==> src/rtl/button_debounce.sv <==
// Synchronises and debounces a bouncing push-button into one pulse per press, with optional auto-repeat.
// Latency SYNC_STAGES+DEBOUNCE_CYCLES cycles from first sampled edge to pulse/level; no backpressure, free-running.
module button_debounce #(
    parameter int SYNC_STAGES     = 2,
    parameter int DEBOUNCE_CYCLES = 1000000,
    parameter int REPEAT_EN       = 0,
    parameter int REPEAT_DELAY    = 50000000,
    parameter int REPEAT_PERIOD   = 10000000,
    parameter int CNT_WIDTH       = 26
) (
    input  logic       clk,
    input  logic       rst,
    input  logic       button_in,
    output logic       button_pulse,
    output logic       button_level,
    output logic [7:0] press_cnt
);

    localparam logic [CNT_WIDTH-1:0] DEB_LAST = CNT_WIDTH'(DEBOUNCE_CYCLES - 1);
    localparam logic [CNT_WIDTH-1:0] DLY_LAST = CNT_WIDTH'(REPEAT_DELAY - 1);
    localparam logic [CNT_WIDTH-1:0] PER_LAST = CNT_WIDTH'(REPEAT_PERIOD - 1);
    localparam logic [CNT_WIDTH-1:0] CNT_ONE  = CNT_WIDTH'(1);

    typedef enum logic [1:0] {
        IDLE,
        PRESS_WAIT,
        HELD,
        RELEASE_WAIT
    } state_t;

    state_t                 state, state_nxt;
    logic [CNT_WIDTH-1:0]   cnt, cnt_nxt;
    logic                   rep_armed, rep_armed_nxt;
    logic                   press_fire, rep_fire;
    logic                   press_q, pulse_q;
    logic [SYNC_STAGES-1:0] sync_q;
    logic                   s_in;

    assign s_in = sync_q[SYNC_STAGES-1];

    // Outputs are re-registered once more so pulse and level share the same total latency.
    always_ff @(posedge clk) begin
        if (rst) begin
            sync_q       <= '0;
            state        <= IDLE;
            cnt          <= '0;
            rep_armed    <= 1'b0;
            press_q      <= 1'b0;
            pulse_q      <= 1'b0;
            button_pulse <= 1'b0;
            button_level <= 1'b0;
            press_cnt    <= 8'd0;
        end else begin
            sync_q       <= {sync_q[SYNC_STAGES-2:0], button_in};
            state        <= state_nxt;
            cnt          <= cnt_nxt;
            rep_armed    <= rep_armed_nxt;
            press_q      <= press_fire;
            pulse_q      <= press_fire | rep_fire;
            button_pulse <= pulse_q;
            button_level <= (state == HELD) || (state == RELEASE_WAIT);
            if (press_q) begin
                press_cnt <= press_cnt + 8'd1;
            end
        end
    end

    always_comb begin
        state_nxt     = state;
        cnt_nxt       = cnt;
        rep_armed_nxt = rep_armed;
        press_fire    = 1'b0;
        rep_fire      = 1'b0;
        case (state)
            IDLE: begin
                cnt_nxt       = '0;
                rep_armed_nxt = 1'b0;
                if (s_in) begin
                    state_nxt = PRESS_WAIT;
                    cnt_nxt   = CNT_ONE;
                end
            end
            PRESS_WAIT: begin
                if (!s_in) begin
                    state_nxt = IDLE;
                    cnt_nxt   = '0;
                end else if (cnt == DEB_LAST) begin
                    state_nxt     = HELD;
                    cnt_nxt       = '0;
                    rep_armed_nxt = 1'b0;
                    press_fire    = 1'b1;
                end else begin
                    cnt_nxt = cnt + CNT_ONE;
                end
            end
            HELD: begin
                if (!s_in) begin
                    state_nxt = RELEASE_WAIT;
                    cnt_nxt   = CNT_ONE;
                end else if (REPEAT_EN != 0) begin
                    // First repeat waits REPEAT_DELAY, later ones REPEAT_PERIOD.
                    if (cnt == (rep_armed ? PER_LAST : DLY_LAST)) begin
                        rep_fire      = 1'b1;
                        cnt_nxt       = '0;
                        rep_armed_nxt = 1'b1;
                    end else begin
                        cnt_nxt = cnt + CNT_ONE;
                    end
                end else begin
                    cnt_nxt = '0;
                end
            end
            RELEASE_WAIT: begin
                if (s_in) begin
                    state_nxt     = HELD;
                    cnt_nxt       = '0;
                    rep_armed_nxt = 1'b0;
                end else if (cnt == DEB_LAST) begin
                    state_nxt = IDLE;
                    cnt_nxt   = '0;
                end else begin
                    cnt_nxt = cnt + CNT_ONE;
                end
            end
            default: begin
                state_nxt = IDLE;
                cnt_nxt   = '0;
            end
        endcase
    end

endmodule

==> config.mk <==
export PLATFORM = sky130hd
export DESIGN_NAME = button_debounce
export DESIGN_NICKNAME = d
export VERILOG_FILES = /design/src/rtl/button_debounce.sv
export SDC_FILE = /design/constraint.sdc
export NUM_CORES = 1
export LEC_CHECK = 0
export ABC_AREA = 1
export ABC_CLOCK_PERIOD_IN_PS = 1300
export BUFFER_PORTS_ARGS = -buffer_cell sky130_fd_sc_hd__buf_2
export CORE_ASPECT_RATIO = 1.2
export CORE_MARGIN = 3
export CORE_UTILIZATION = 54
export DETAILED_ROUTE_END_ITERATION = 7
export HOLD_SLACK_MARGIN = 0.05
export PLACE_DENSITY_LB_ADDON = 0.25
export SKIP_LAST_GASP = 1
export SYNTH_ARGS = -nofsm -noshare
export SYNTH_HDL_FRONTEND = slang
export SYNTH_SLANG_ARGS = --single-unit
==> constraint.sdc <==
create_clock -name clk -period 1.3 [get_ports clk]
set_input_delay 0.13 -clock clk [delete_from_list [all_inputs] [get_ports clk]]
set_output_delay 0.13 -clock clk [all_outputs]
set_load 0.02 [all_outputs]
Word level (Yosys, flattened, before mapping)
Index checks and enable logic that the tools add are counted.

storage, ports and cells
  flip-flop bits (word level) = 41
  bits of input ports = 3
  output and inout port bits = 10

operators by class
  $add $sub $neg = 2
  equality and inequality tests = 8
  multiplexer cells = 14
  bitwise operators = 2
  reductions and logical operators = 4

operators with widths
  cell                     number
  $pmux W26 S4             1
  $mux W26                 3
  $add A26 B1 Y26 const B  1
  $eq A26 B20 Y1 const B   1
  $mux W2                  6
  $add A8 B1 Y8 const B    1
  $pmux W2 S4              1
  $eq A2 B2 Y1 const B     2
  $ne A2 B2 Y1 const B     2
  $reduce_and A4 Y1        1
  $mux W1                  3
  $ne A3 B2 Y1 const B     1
  $ne A3 B3 Y1 const B     1
  $reduce_or A3 Y1         1
  $eq A2 B1 Y1 const B     1
  $logic_not A2 Y1         1
  $not A1 Y1               2
  $logic_or A1 B1 Y1       1

Depth between registers and ports, before layout
Gate-level depths: netlist of the first run.

  word-level depth = 4
  depth in mapped cells = 10
  mapped depth without buffers = 10

Least setup slack after synthesis of the first run
No wires, ideal clock.

  path kind = flip-flop to flip-flop
  from = register cnt[0]
  to = register cnt[14]
  library setup time = 115 ps
  arrival time = 1306 ps
  data required time = 1185 ps
  path slack = -121 ps
  cell stages (with the launch flop) = 9
  buffers on the path = 0
  path through = dfxtp_1 > ha_1 > nand3_2 > inv_2 > nand2_2 > nor2_4 > nand2_1 > xor2_1 > nor2_2

on the way
  longest elaborated chain between the ends = 4
  elaborated cells between the ends (all ways) = 6
  classes of those cells = add/sub (1); eq/ne (1); mux (4)

RTL lines
  what                                               line     source
  start, declared                                    32       logic [CNT_WIDTH-1:0] cnt, cnt_nxt;
  start signal, assigned                             56       cnt <= cnt_nxt;
  $add A26 B1 Y26 or $eq A26 B20 Y1 (tied branches)  --
  $mux W26 (*)                                       87, 118
  $mux W26, on equally long branches                 114, 84
  $pmux W26 S4 (*)                                   74       case (state)

Every way passes the cells marked *; elsewhere a longest branch is shown, timed or not.
A chain may end at the register's enable or synchronous reset.

==> impl_metrics.py, run 1 <==
metrics = {
    "outcome": {
        "outcome": "finished, violations left",
        "violations": "negative setup slack",
    },
    "synthesis": {
        "synth.net_count": 321,
        "synth_mux_area_share_pct": 0,
        "synth-edff-count": 0,
        "ys_top_cells_by_area": "dfxtp_1 40%, nand2_1 16%, nor2_1 16%",
        "yosysUniqueCellTypes": 25,
        "syn_area_um2": 2070,
        "synth_compound_area_share_pct": 2.42,
        "synthSimpleGateAreaFrac_pct": 42.4,
        "synth-seq-cells": 41,
        "synth_top_family_by_area": "simple AND/OR/NAND/NOR gates",
        "synth_top_area_share_pct": 39.7,
        "synth_warnings": 0,
        "synth-main-ff-cell": "dfxtp_1",
        "synth_xor_area_share_pct": 6.35,
        "yosysSeqAreaShare_pct": 39.7,
        "synthArstFlopShare_pct": 0,
        "synth_top_area_cell": "dfxtp_1",
        "synth.avg_cell_area_um2": 6.55,
        "yosys.area_share.adder_pct": 1.21,
        "netlist_instances": 316,
    },
    "placed_design": {
        "gp_congestion": 0.999,
        "pre_cts_slack_ps": -66.2,
        "port_buffers": 12,
        "detailed_place_hpwl_mm": 3.62,
        "place_inst": 412,
    },
    "critical_path": {
        "cp.arrival_ps": 1560,
        "reg2reg_slack_ps": -60,
        "cp-start-kind": "flop",
        "timing_worst_setup_path_type": "reg -> reg",
        "crit_fanout": 6,
        "cp-end-kind": "flop",
        "r2r.worst_path.cells": 9,
        "rr_startpoint": "cnt[4]",
        "critical_path.startpoint": "cnt[4]",
        "cp_data_required_time_ps": 1500,
    },
    "route": {
        "dr.pass1.iters": 4,
        "drtIter0Drc": 115,
        "drtAntennaViolNets": 0,
        "avgRoutedWirePerCell_um": 13.3,
        "wirelength_mm": 5.69,
        "vias_per_cell": 5.15,
        "via_count": 2211,
        "drcViolationCount": 0,
    },
    "die": {
        "initial_core_util_pct": 56.5,
        "die-area_um2": 4610,
        "ios": 13,
        "die_h_um": 73.8,
        "fp.dieW_um": 62.5,
        "rows": 24,
        "core_area_um2": 3660,
    },
    "clock_tree": {
        "cts_tree": "yes",
        "numCtsBuffers": 5,
        "cts-root-buf": "clkbuf_8",
        "clk_pin_slew_ps": 80,
        "cts.sinks": 41,
        "htreeDepth": 2,
        "clkLatencyLatePin_ps": 300,
        "clockBufferDepth": 2,
    },
    "layout": {
        "multi_input_area_um2": 1320,
        "fin_nets": 381,
        "filler_cell_count": 284,
        "syn_to_final_growth_pct": 38.0,
        "utilization_pct": 78.0,
        "final_cell_mix": "73 x nand2_1, 70 x nor2_1, 38 x buf_4",
        "layout_commonest_cell": "nand2_1",
        "layout-drive-gt1-share_pct": 36.9,
        "fin_cells": 429,
        "diodes": 0,
        "seqCellArea_um2": 867,
    },
    "run": {
        "drv_cap": 0,
    },
    "timing": {
        "period_needed_ps": 1360,
        "tightest_slew_ps": 430,
        "fmax_mhz": 735,
        "finalClockSkew_ps": 5.53,
        "grt_setup_unrepaired": "yes",
        "fin_crit_sh_pct": 105,
        "max_slew_margin_pct": 71.3,
        "whs_ps": 165,
        "fin_ws_ps": -60.6,
        "setup_viol": 25,
        "hold_viol_final": 0,
        "drv_slew": 0,
        "fin_tns_setup_ps": -929,
    },
    "global_route": {
        "grt_max_degree": 13,
        "grtUsageTotal_pct": 22.6,
        "antenna_found_initial": 0,
        "grt_pass1_vias": 1936,
        "overflow": 0,
        "grt_pass1_wl_mm": 8.25,
    },
    "power_and_ir_drop": {
        "p_leak_nw": 1.14,
        "power.density_nw_per_um2": 735,
        "vdd_drop_max_uv": 585,
    },
    "min_path": {
        "hp-class": "in -> reg",
    },
}
-- layout make-up --
class / instances / area share, %
sequential: 41 / 30.4
inverter: 37 / 4.95
clock buffer: 6 / 2.54
multi-input combinational: 238 / 46.3
clock inverter: 2 / 0.350
tap: 52 / 2.28
timing repair buffer: 53 / 13.2
-- state kept, by name (all words and copies together), names as in the netlist, named ones only --
signal and flops:
button_pulse 1, press_cnt 8, sync_q 2, button_level 1
state 1, cnt 26, pulse_q 1
-- what timing repair did --
item	4_1_cts	5_1_grt
setup buffers	0	5
endpoints found under the setup margin	25	31
hold buffers	1	0
pin swaps	0	24
hold endpoints to repair	1	0
cloned	1	2
resized for setup	4	82
-- layer usage --
layer | share of wire (%) | vias to the layer above | track usage (%)
met3 | 5.0 | 27 | 4.59
li1 | - | 1088 | -
met1 | 38 | 1016 | 25.0
met2 | 52 | 80 | 42.2
met4 | 4.4 | 0 | 9.80
met5 | 0 | - | 0
-- power by group --
part,switching (mW),leakage (nW),internal [mW],total [mW]
registers,0.00350,0.345,1.25,1.25
logic,0.0295,0.747,0.0194,0.0489
clock network,0.431,0.0450,0.372,0.803
-- worst min-delay path by stage --
stage	from	endpoint	slack, ps	cells past startpoint
after floorplan	button_in	sync_q[0]	240	2
after global placement	button_in	sync_q[0]	330	3
after detailed placement	button_in	sync_q[0]	350	3
after CTS	rst	sync_q[1]	170	3
after global routing	rst	sync_q[0]	180	3
final	rst	sync_q[1]	160	3
-- stage by stage --
step                cell area, um2  power [mW]
finish                        2860        2.10
global route                  2860        2.17
CTS                           2560        2.13
detailed placement            2450        1.33
global placement              2450        1.33
floorplan                     2080        1.31
-- worst max-delay path: stages, from the launching register on --
cell and delay (ps):
dfxtp_2 360, nand2_2 90, nor2_1 140, nand2_1 100, nor2_2 170, nand2_4 150, nand2_2 110, nand2_1 60
nand2_1 50, nand2_1 40
-- synthesized netlist by cell type, types with 2 or more instances --
master / number
nand2_1: 88
o21ai_0: 3
nor2_2: 3
xnor2_1: 6
a21oi_1: 4
ha_1: 2
nor2_1: 86
xor2_1: 9
buf_6: 2
nand3_1: 16
inv_1: 36
nand2_2: 3
nor3_1: 6
dfxtp_1: 41
-- logic make-up (layout without fill, tap and decap cells) --
family                     Yosys count  in the layout
and+or+nand+nor                    209            212
DFF                                 41             41
buffers and inverters               40             98
xor gates and xnor gates            15             15
AOI/OAI and AO/OA                    9              9
adders and majority gates            2              2
(Power assumes the default switching activity.)
==> inputs of run 2 (changes only) <==
==> constraint.sdc (replaced) <==
create_clock -name clk -period 1.3 [get_ports clk]
set_input_delay 0.065 -clock clk [delete_from_list [all_inputs] [get_ports clk]]
set_output_delay 0.065 -clock clk [all_outputs]
set_load 0.02 [all_outputs]
==> run 2 against run 1 <==
The run still ends with negative setup slack left; sequential cell count stayed put; combinational power is 7.2% lower; global-route usage hardly changed; clock power is 38% higher; sequential power hardly changed; non-clock buffer count is 1 lower; sequential share of layout area is 0.83 points lower; via count hardly changed; core utilization is 1.7 points higher; critical path type unchanged; highest routed layer unchanged.
==> impl_metrics.py, run 2 (same netlist as run 1, synthesis figures left out) <==
metrics = {
    "outcome": {
        "outcome": "finished, violations left",
        "violations": "negative setup slack",
    },
    "route": {
        "dr_wl_met2_mm": 3.16,
        "highest_layer": "met4",
        "via_count": 2213,
        "wirelength_mm": 6.01,
        "drcViolationCount": 0,
        "dr.pass1.iters": 4,
        "drtIter0Drc": 142,
        "wirelength_met1_mm": 2.30,
        "met3WireLength_um": 321,
        "vias_per_cell": 5.17,
        "drtAntennaViolNets": 0,
        "avgRoutedWirePerCell_um": 14.0,
    },
    "critical_path": {
        "slowest_stage": "dfxtp_4",
        "max_stage_delay_ps": 370,
        "endpoint": "cnt[13]",
        "reg2reg_slack_ps": -140,
        "cp-end-kind": "flop",
        "cp_data_required_time_ps": 1500,
        "path_cells": "inv_2 > nand2_2 > nor2_1 > nand2_1 > nor2_2 > nand2_4 > nand3_4 > nor2_1",
        "timing_worst_setup_path_type": "reg -> reg",
        "r2r.worst_path.cells": 8,
        "cp-start-kind": "flop",
        "critical_path.startpoint": "cnt[8]",
        "cp_common_cell": "nor2_1",
        "r2r_end": "cnt[13]",
        "crit_fanout": 6,
        "rr_startpoint": "cnt[8]",
        "cp.arrival_ps": 1640,
    },
    "layout": {
        "top_register": "cnt",
        "syn_to_final_growth_pct": 41.1,
        "fin_nets": 380,
        "diodes": 0,
        "top_regs": "cnt: 26 flops, press_cnt: 8 flops, sync_q: 2 flops",
        "layout-drive-gt1-share_pct": 43.9,
        "layout_commonest_cell": "nand2_1",
        "final_cell_mix": "71 x nand2_1, 47 x nor2_1, 39 x buf_4",
        "finish.instance_area_um2": 2920,
        "largest_reg_flops": 26,
    },
    "clock_tree": {
        "cts-root-buf": "clkbuf_8",
        "clkLatencyLatePin_ps": 310,
        "cts_tree": "yes",
        "clk_pin_slew_ps": 90,
        "htreeDepth": 2,
        "numCtsBuffers": 5,
        "clockBufferDepth": 2,
        "cts.sinks": 41,
    },
    "run": {
        "drv_cap": 0,
    },
    "timing": {
        "fmax_mhz": 696,
        "hold_viol_final": 0,
        "fin_crit_sh_pct": 111,
        "fin_ws_ps": -138,
        "grt_setup_unrepaired": "yes",
        "fin_tns_setup_ps": -2780,
        "drv_slew": 0,
        "finalClockSkew_ps": 11.9,
        "max_slew_margin_pct": 63.0,
        "setup_viol": 26,
        "period_needed_ps": 1440,
        "tightest_slew_ps": 555,
    },
    "placed_design": {
        "port_buffers": 12,
        "detailed_place_hpwl_mm": 3.58,
        "dpl_cell_area_um2": 2440,
        "gp_congestion": 1.00,
    },
    "global_route": {
        "antenna_found_initial": 0,
        "grtUsageTotal_pct": 22.6,
        "grt_pass1_vias": 1952,
        "overflow": 0,
        "grt_max_degree": 14,
        "grt_pass1_wl_mm": 8.05,
    },
    "die": {
        "die-area_um2": 4610,
        "rows": 24,
        "fp.dieW_um": 62.5,
        "die_h_um": 73.8,
        "initial_core_util_pct": 56.5,
        "ios": 13,
        "core_area_um2": 3660,
    },
    "min_path": {
        "hp-start": "rst",
        "hp-class": "in -> reg",
    },
    "power_and_ir_drop": {
        "power.density_nw_per_um2": 825,
        "p_leak_nw": 1.16,
        "total_power_mw": 2.41,
        "vdd_drop_max_uv": 624,
    },
}
[run 2: changes by cell type in the layout (fill, tap and decap cells not counted), sizes merged]
cell      before  now
buf           52   51
bufinv         0    1
clkinv         2    0
clkinvlp       0    1
[run 2: layout make-up]
cell class | count | area [um2]
sequential | 41 | 862
fill | 262 | 743
clock inverter | 2 | 37.5
timing repair buffer | 52 | 363
multi-input combinational | 238 | 1370
inverter | 37 | 141
clock buffer | 6 | 82.6
tap | 52 | 65.1
[run 2: metal layers]
metal  vias to the layer above  global-route usage (%)
met4                         0                    13.0
met2                        69                    41.9
met5                         -                       0
met1                      1035                    23.4
li1                       1085                       -
met3                        24                    5.35
[run 2: power breakdown]
part	switching [mW]	internal [mW]	total, mW	leakage (nW)
sequential	0.00361	1.25	1.25	0.343
combinational	0.0292	0.0162	0.0454	0.763
clock	0.489	0.625	1.11	0.0574
[run 2: metrics by stage]
stage / utilization (%) / std cells / hold slack, ps / setup slack, ps
2_1_floorplan: - / 316 / 172 / 7.96
3_3_place_gp: 66.6 / 411 / 264 / -29.5
3_5_place_dp: 66.6 / 411 / 288 / -71.4
4_1_cts: 71.3 / 421 / 88.6 / -4.33
5_1_grt: 79.7 / 428 / 105 / -192
6_report: 79.7 / 428 / 83.5 / -138
[run 2: how the worst min path moves through the flow]
stage	cells after the start	slack (ps)	endpoint
2_1_floorplan	2	170	sync_q[0]
3_3_place_gp	3	260	sync_q[0]
3_5_place_dp	3	290	sync_q[0]
4_1_cts	3	90	sync_q[1]
5_1_grt	3	100	button_pulse
6_report	3	80	sync_q[1]
[run 2: timing repair]
| item | CTS | global route |
|---|---|---|
| pin swaps | 0 | 26 |
| hold buffers | 1 | 0 |
| hold endpoints to repair | 1 | 0 |
| setup buffers | 0 | 5 |
| resized for setup | 11 | 97 |
| setup endpoints to repair | 24 | 30 |
| cloned | 1 | 2 |
[run 2: critical path, delay by kind of cell (launching register included)]
family,cells,cell delay (ps)
buffers and inverters,1,60
flip-flops,1,370
AND/OR/NAND/NOR,7,890
